File: src/rtl/odd_parity_pkg.sv
// Shared types and helpers for the odd-parity serial transmitter.
// Frame: start, DATA_W data bits LSB first, parity, stop.
package odd_parity_pkg;

    typedef enum logic [2:0] {
        IDLE   = 3'd0,
        START  = 3'd1,
        DATA   = 3'd2,
        PARITY = 3'd3,
        STOP   = 3'd4
    } state_t;

    function automatic int frame_len(input int data_w, input int baud_div);
        return (data_w + 3) * baud_div;
    endfunction

endpackage

File: src/rtl/odd_parity_gen.sv
// Combinational odd-parity generator.
// Ones in {data, parity} always total an odd count.
module odd_parity_gen #(
    parameter int DATA_W = 4
) (
    input  logic [DATA_W-1:0] data,
    output logic              parity
);

    assign parity = ~^data;

endmodule

File: src/rtl/odd_parity_serial_tx.sv
// Odd-parity serial transmitter with valid/ready input and
// a parallel copy of the accepted word for loopback checking.
module odd_parity_serial_tx
    import odd_parity_pkg::*;
#(
    parameter int DATA_W   = 4,
    parameter int BAUD_DIV = 1
) (
    input  logic              clk,
    input  logic              rst_n,
    input  logic [DATA_W-1:0] in_data,
    input  logic              in_valid,
    output logic              in_ready,
    output logic              tx_o,
    output logic              busy,
    output logic [DATA_W-1:0] frame_data,
    output logic              frame_p,
    output logic              frame_valid
);

    localparam int CW = (BAUD_DIV > 1) ? $clog2(BAUD_DIV) : 1;
    localparam int IW = (DATA_W > 1) ? $clog2(DATA_W) : 1;

    state_t            state;
    logic [CW-1:0]     baud_cnt;
    logic [IW-1:0]     bit_idx;
    logic [DATA_W-1:0] shift_reg;
    logic [DATA_W-1:0] shift_nxt;
    logic              par_reg;
    logic              in_par;
    logic              tick;
    logic              accept;
    logic              last_bit;

    odd_parity_gen #(
        .DATA_W(DATA_W)
    ) u_gen (
        .data  (in_data),
        .parity(in_par)
    );

    assign in_ready  = (state == IDLE);
    assign busy      = (state != IDLE);
    assign accept    = in_valid && in_ready;
    assign tick      = (baud_cnt == CW'(BAUD_DIV - 1));
    assign last_bit  = (bit_idx == IW'(DATA_W - 1));
    assign shift_nxt = shift_reg >> 1;

    // Counter is parked at zero in IDLE so START gets a full period.
    always_ff @(posedge clk or negedge rst_n) begin
        if (!rst_n) begin
            baud_cnt <= '0;
        end else if (state == IDLE || tick) begin
            baud_cnt <= '0;
        end else begin
            baud_cnt <= baud_cnt + 1'b1;
        end
    end

    always_ff @(posedge clk or negedge rst_n) begin
        if (!rst_n) begin
            frame_valid <= 1'b0;
        end else begin
            frame_valid <= accept;
        end
    end

    always_ff @(posedge clk or negedge rst_n) begin
        if (!rst_n) begin
            state      <= IDLE;
            tx_o       <= 1'b1;
            bit_idx    <= '0;
            shift_reg  <= '0;
            par_reg    <= 1'b0;
            frame_data <= '0;
            frame_p    <= 1'b1;
        end else begin
            unique case (state)
                IDLE: begin
                    if (accept) begin
                        state      <= START;
                        tx_o       <= 1'b0;
                        shift_reg  <= in_data;
                        par_reg    <= in_par;
                        frame_data <= in_data;
                        frame_p    <= in_par;
                    end
                end
                START: begin
                    if (tick) begin
                        state   <= DATA;
                        bit_idx <= '0;
                        tx_o    <= shift_reg[0];
                    end
                end
                DATA: begin
                    if (tick) begin
                        shift_reg <= shift_nxt;
                        if (last_bit) begin
                            state <= PARITY;
                            tx_o  <= par_reg;
                        end else begin
                            bit_idx <= bit_idx + 1'b1;
                            tx_o    <= shift_nxt[0];
                        end
                    end
                end
                PARITY: begin
                    if (tick) begin
                        state <= STOP;
                        tx_o  <= 1'b1;
                    end
                end
                STOP: begin
                    if (tick) begin
                        state <= IDLE;
                        tx_o  <= 1'b1;
                    end
                end
                default: begin
                    state <= IDLE;
                    tx_o  <= 1'b1;
                end
            endcase
        end
    end

endmodule

File: config.mk
export PLATFORM = sky130hd
export DESIGN_NAME = odd_parity_serial_tx
export DESIGN_NICKNAME = d
export VERILOG_FILES = /design/src/rtl/odd_parity_pkg.sv /design/src/rtl/odd_parity_gen.sv /design/src/rtl/odd_parity_serial_tx.sv
export SDC_FILE = /design/constraint.sdc
export NUM_CORES = 1
export LEC_CHECK = 0
export CORE_MARGIN = 2
export CORE_UTILIZATION = 34
export DETAILED_ROUTE_END_ITERATION = 8
export MAX_ROUTING_LAYER = met4
export PLACE_DENSITY = 0.65
export SYNTH_ARGS = -nofsm -noshare
export SYNTH_HDL_FRONTEND = slang
export SYNTH_HIERARCHICAL = 1
export SYNTH_SLANG_ARGS = --single-unit
File: constraint.sdc
create_clock -name clk -period 2.8 [get_ports clk]
set_clock_uncertainty 0.15 [all_clocks]
set_input_delay 0.28 -clock clk [delete_from_list [all_inputs] [get_ports clk]]
set_output_delay 0.28 -clock clk [all_outputs]
set_load 0.1 [all_outputs]
* Word-level counts from Yosys, hierarchy flattened *
Cells that the tools add are included.

word-level totals
  logic and storage cells = 59
  input port bits = 7
  bits in registers = 18
  output and inout port bits = 9

cells by class
  mux-type cells = 21
  $add $sub $neg = 2
  equal/unequal tests = 13
  reduce and logical (&&, ||, !) cells = 13
  bitwise logic cells = 1

operators with widths
  cell                 count
  $mux 3               6
  $pmux 3 s5           1
  $ne 2x2->1 const B   7
  $mux 4               2
  $pmux 4 s2           1
  $reduce_and 4->1     2
  $eq 3x2->1 const B   2
  $mux 1               6
  $mux 2               3
  $reduce_and 6->1     1
  $pmux 1 s4           1
  $pmux 2 s2           1
  $reduce_bool 2->1    2
  $reduce_xnor 4->1    1
  $eq 3x1->1 const B   1
  $eq 3x3->1 const B   1
  $logic_not 3->1      1
  $reduce_and 3->1     1
  $reduce_bool 3->1    1
  $add 2x1->2 const B  1
  $eq 2x2->1 const B   1
  $ne 2x1->1 const B   1
  $reduce_and 2->1     1
  $reduce_or 2->1      1
  4 further kinds      4

* Depth between registers and ports, before layout *
  word-level depth = 4
  depth in mapped cells = 6
  gate-level depth less buffers = 5

* Cells and area by module *
Netlist, hierarchy kept.

modules (own cells, without submodules)
  module                cells each  instances  area each (um^2)  sequential area each (um^2)
  odd_parity_serial_tx  83          1          859.6             452.9
  odd_parity_gen        3           1          26.3              0.0

* Worst setup path after synthesis *
OpenSTA, ideal clock, no wires.

  kind = register -> output
  start = register state[1]
  end = output busy
  stages on the path, launching flop included = 4
  buffers on the path = 1
  path slack = 0.320 ns
  required time = 2.370 ns
  data arrival time = 2.050 ns
  cell sequence = dfrtp_1 buf_6 nor3_4 inv_1

on the way
  longest elaborated chain between the ends = 1

RTL lines
  item                    RTL line                    RTL
  from (decl)             odd_parity_serial_tx.sv:24  state_t state;
  from (signal assigned)  odd_parity_serial_tx.sv:70  state <= IDLE;
  from (signal assigned)  odd_parity_serial_tx.sv:81  state <= START;
  from (signal assigned)  odd_parity_serial_tx.sv:91  state <= DATA;
  $reduce_bool 3->1       odd_parity_serial_tx.sv:43  assign busy = (state != IDLE);
  to (decl)               odd_parity_serial_tx.sv:15  output logic busy,

Every way passes these cells.

* Worst setup path after layout *
  start = register state[1]
  end = output in_ready

on the way
  longest elaborated chain between the ends = 1

RTL lines
  item             RTL line                    RTL
  $logic_not 3->1  odd_parity_serial_tx.sv:42  assign in_ready = (state == IDLE);
  to (decl)        odd_parity_serial_tx.sv:13  output logic in_ready,

Every way passes these cells.

==> summary.txt <==
RePlAce Congestion - 0.7565
Worst-path maximum fanout - 11
Area share of xor/xnor cells in the synthesized design - 3.955%
Number of global-route vias before repair - 600
Syn nets - 94
Global Route Usage Sum - 13.48%
Largest family of logic cells by synthesized area - simple AND/OR/NAND/NOR gates
FMAX - 0.5204 GHz
Final wirelength - 1626 µm
GRT Residual Overflow - 0
PortBufs - 15
Pre-antenna DRT Iters - 2
Final Max Slew Viols - 0
Clock root buffer master - clkbuf_4
Initial antenna violation count - 0
Min-Delay Path Class - primary input to async pin
Most frequent cells in the layout - nand2_1, dfrtp_1, nor2_1, buf_4, clkdlybuf4s50_1
Seq/Total Area, Yosys - 51.13%
Worst-margin pin slew - 0.8288 ns
Commonest non-fill, non-tap cell in the layout - nand2_1
Period utilisation layout - 68.62%
Vias - 655
Tmin final - 1.921 ns
Crit path DAT - 1.49 ns
Final setup fails - 0
Synth-to-Final Area Change - 18.64%
Worst setup EP type - output pin
TNS Setup - 0 ns
WL per Instance - 12.32 µm
DP Wirelength - 1233 µm
Nets - 111
WS Path Type - flip-flop to output pin
Clock tree from TritonCTS - done
Compound-Gate Fraction of Synth Area - 11.16%
Mux contribution to synthesized area - 3.814%
Synth Register Bits - 18
Mean post-synth cell area - 10.30 µm²
Most area-hungry cell type in the Yosys netlist - dfrtp_1
Hold Vio Cnt, Final - 0
# clock sinks - 18
Netlist Area Pre-Place - 885.9 µm²
Deepest clock path buffer count - 2
Status - completed
First-pass GRT wire length - 2732 µm
Post-CTS Resized - 0
Synth area leaders - dfrtp_1, nand2_1, dfstp_2
Relative slew margins - 44.58%
Vias per inst - 4.962
Mapped Cells - 86
Synth warnings - 6
Setup bufs post-CTS - 0
Ant. Diodes - 0
Max cap viols - 0
Post-Synth Simple-Gate Area - 23.87%
Die ar. - 3030 µm²
Worst-Skew Late Latency - 0.29 ns
Clk slew on worst S/H paths - 0.11 ns
# rows - 18
Post-synth cell types - 32
Post-route ant nets - 0
DRC - 0
Die Ht - 55.05 µm
Yosys top cell area share - 45.20%
Critical Path RT - 2.37 ns
H-tree levels - 1
CTS Buf Count - 3
Largest net degree at the start of global routing - 19
Synth Area in Adders - 1.412%
Initial DRC Count - 9
Core Box Area - 2477 µm²
I/O pin count - 16
RSZ-0062 raised after global routing - false
Initial Utilization - 35.76%
Layout cell share with drive strength beyond 1 - 22.55%
Hold-fix buffers, CTS - 0
FF-to-FF path depth - 4
Crit path launch type - flip-flop
Die width - 55.05 µm
worst max-delay path, cell delays in order (launching register included):
cell and delay [ns]:
dfrtp_1 0.57, nor3_4 0.30, buf_4 0.33
path summary, 6_finish.rpt:
kind	start	end	slack, ns
max reg2reg	state[1]	shift_reg[0]	1.08
max	state[1]	in_ready	0.88
min	rst_n	state[1]	0.30
max in group asynchronous	rst_n	frame_data[1]	1.67
min reg2reg	frame_p	frame_p	0.31
min in group clk	frame_p	frame_p	0.31
synthesized netlist by cell type:
master / n
a2111oi_4: 1
a21o_1: 1
a22o_1: 1
a31oi_1: 1
a32o_1: 1
and2b_1: 1
buf_4: 2
buf_6: 1
conb_1: 1
dfrtp_1: 16
dfstp_2: 2
ha_1: 1
inv_1: 2
inv_2: 1
mux2_1: 1
mux2_2: 2
nand2_1: 18
nand2_2: 1
nand2b_1: 1
nand3b_1: 1
nor2_1: 9
nor2_2: 2
nor2b_1: 3
nor3_1: 1
nor3_4: 1
nor3b_1: 1
nor3b_2: 1
nor4bb_1: 1
o21ai_0: 3
o21ai_1: 1
o22ai_1: 3
xnor2_1: 4
routing by layer:
layer  GRT usage, %  vias up  share of wire (%)
li1               -      318                  -
met1          16.05      322                 44
met2          21.63       13                 50
met3          2.419        2                4.6
met4          7.317        0               0.74
met5              -        -                  0
area by class of cell:
cell class                 count  area, µm²
inverter                       3      11.26
timing repair buffer          15      127.6
sequential                    18      452.9
clock buffer                   4      26.28
tap                           30      37.54
fill                         258       1426
multi-input combinational     62      395.4
cells by family after synthesis:
kind of cell	after synthesis
xor gates and xnor gates	4
AOI/OAI and AO/OA	12
other	1
buffers and inverters	6
DFF	18
muxes	3
adders and majority gates	1
and+or+nand+nor	41
metrics by stage:
step           instances  utilization, %  hold WS, ns  setup slack, ns  cell area, µm²
5_1_grt              132           42.42       0.3415           0.7752            1051
3_3_place_gp         128           41.36       0.3012            1.062            1025
6_report             132           42.42       0.2990           0.8785            1051
4_1_cts              132           42.42       0.3157           0.8610            1051
3_5_place_dp         128           41.36       0.3006           0.9799            1025
2_1_floorplan         86               -      -0.1656           0.3197           885.9
Power is left out: the tool's default activity adds up to more than one toggle a clock period on the data nets, which glitch-free logic cannot reach.
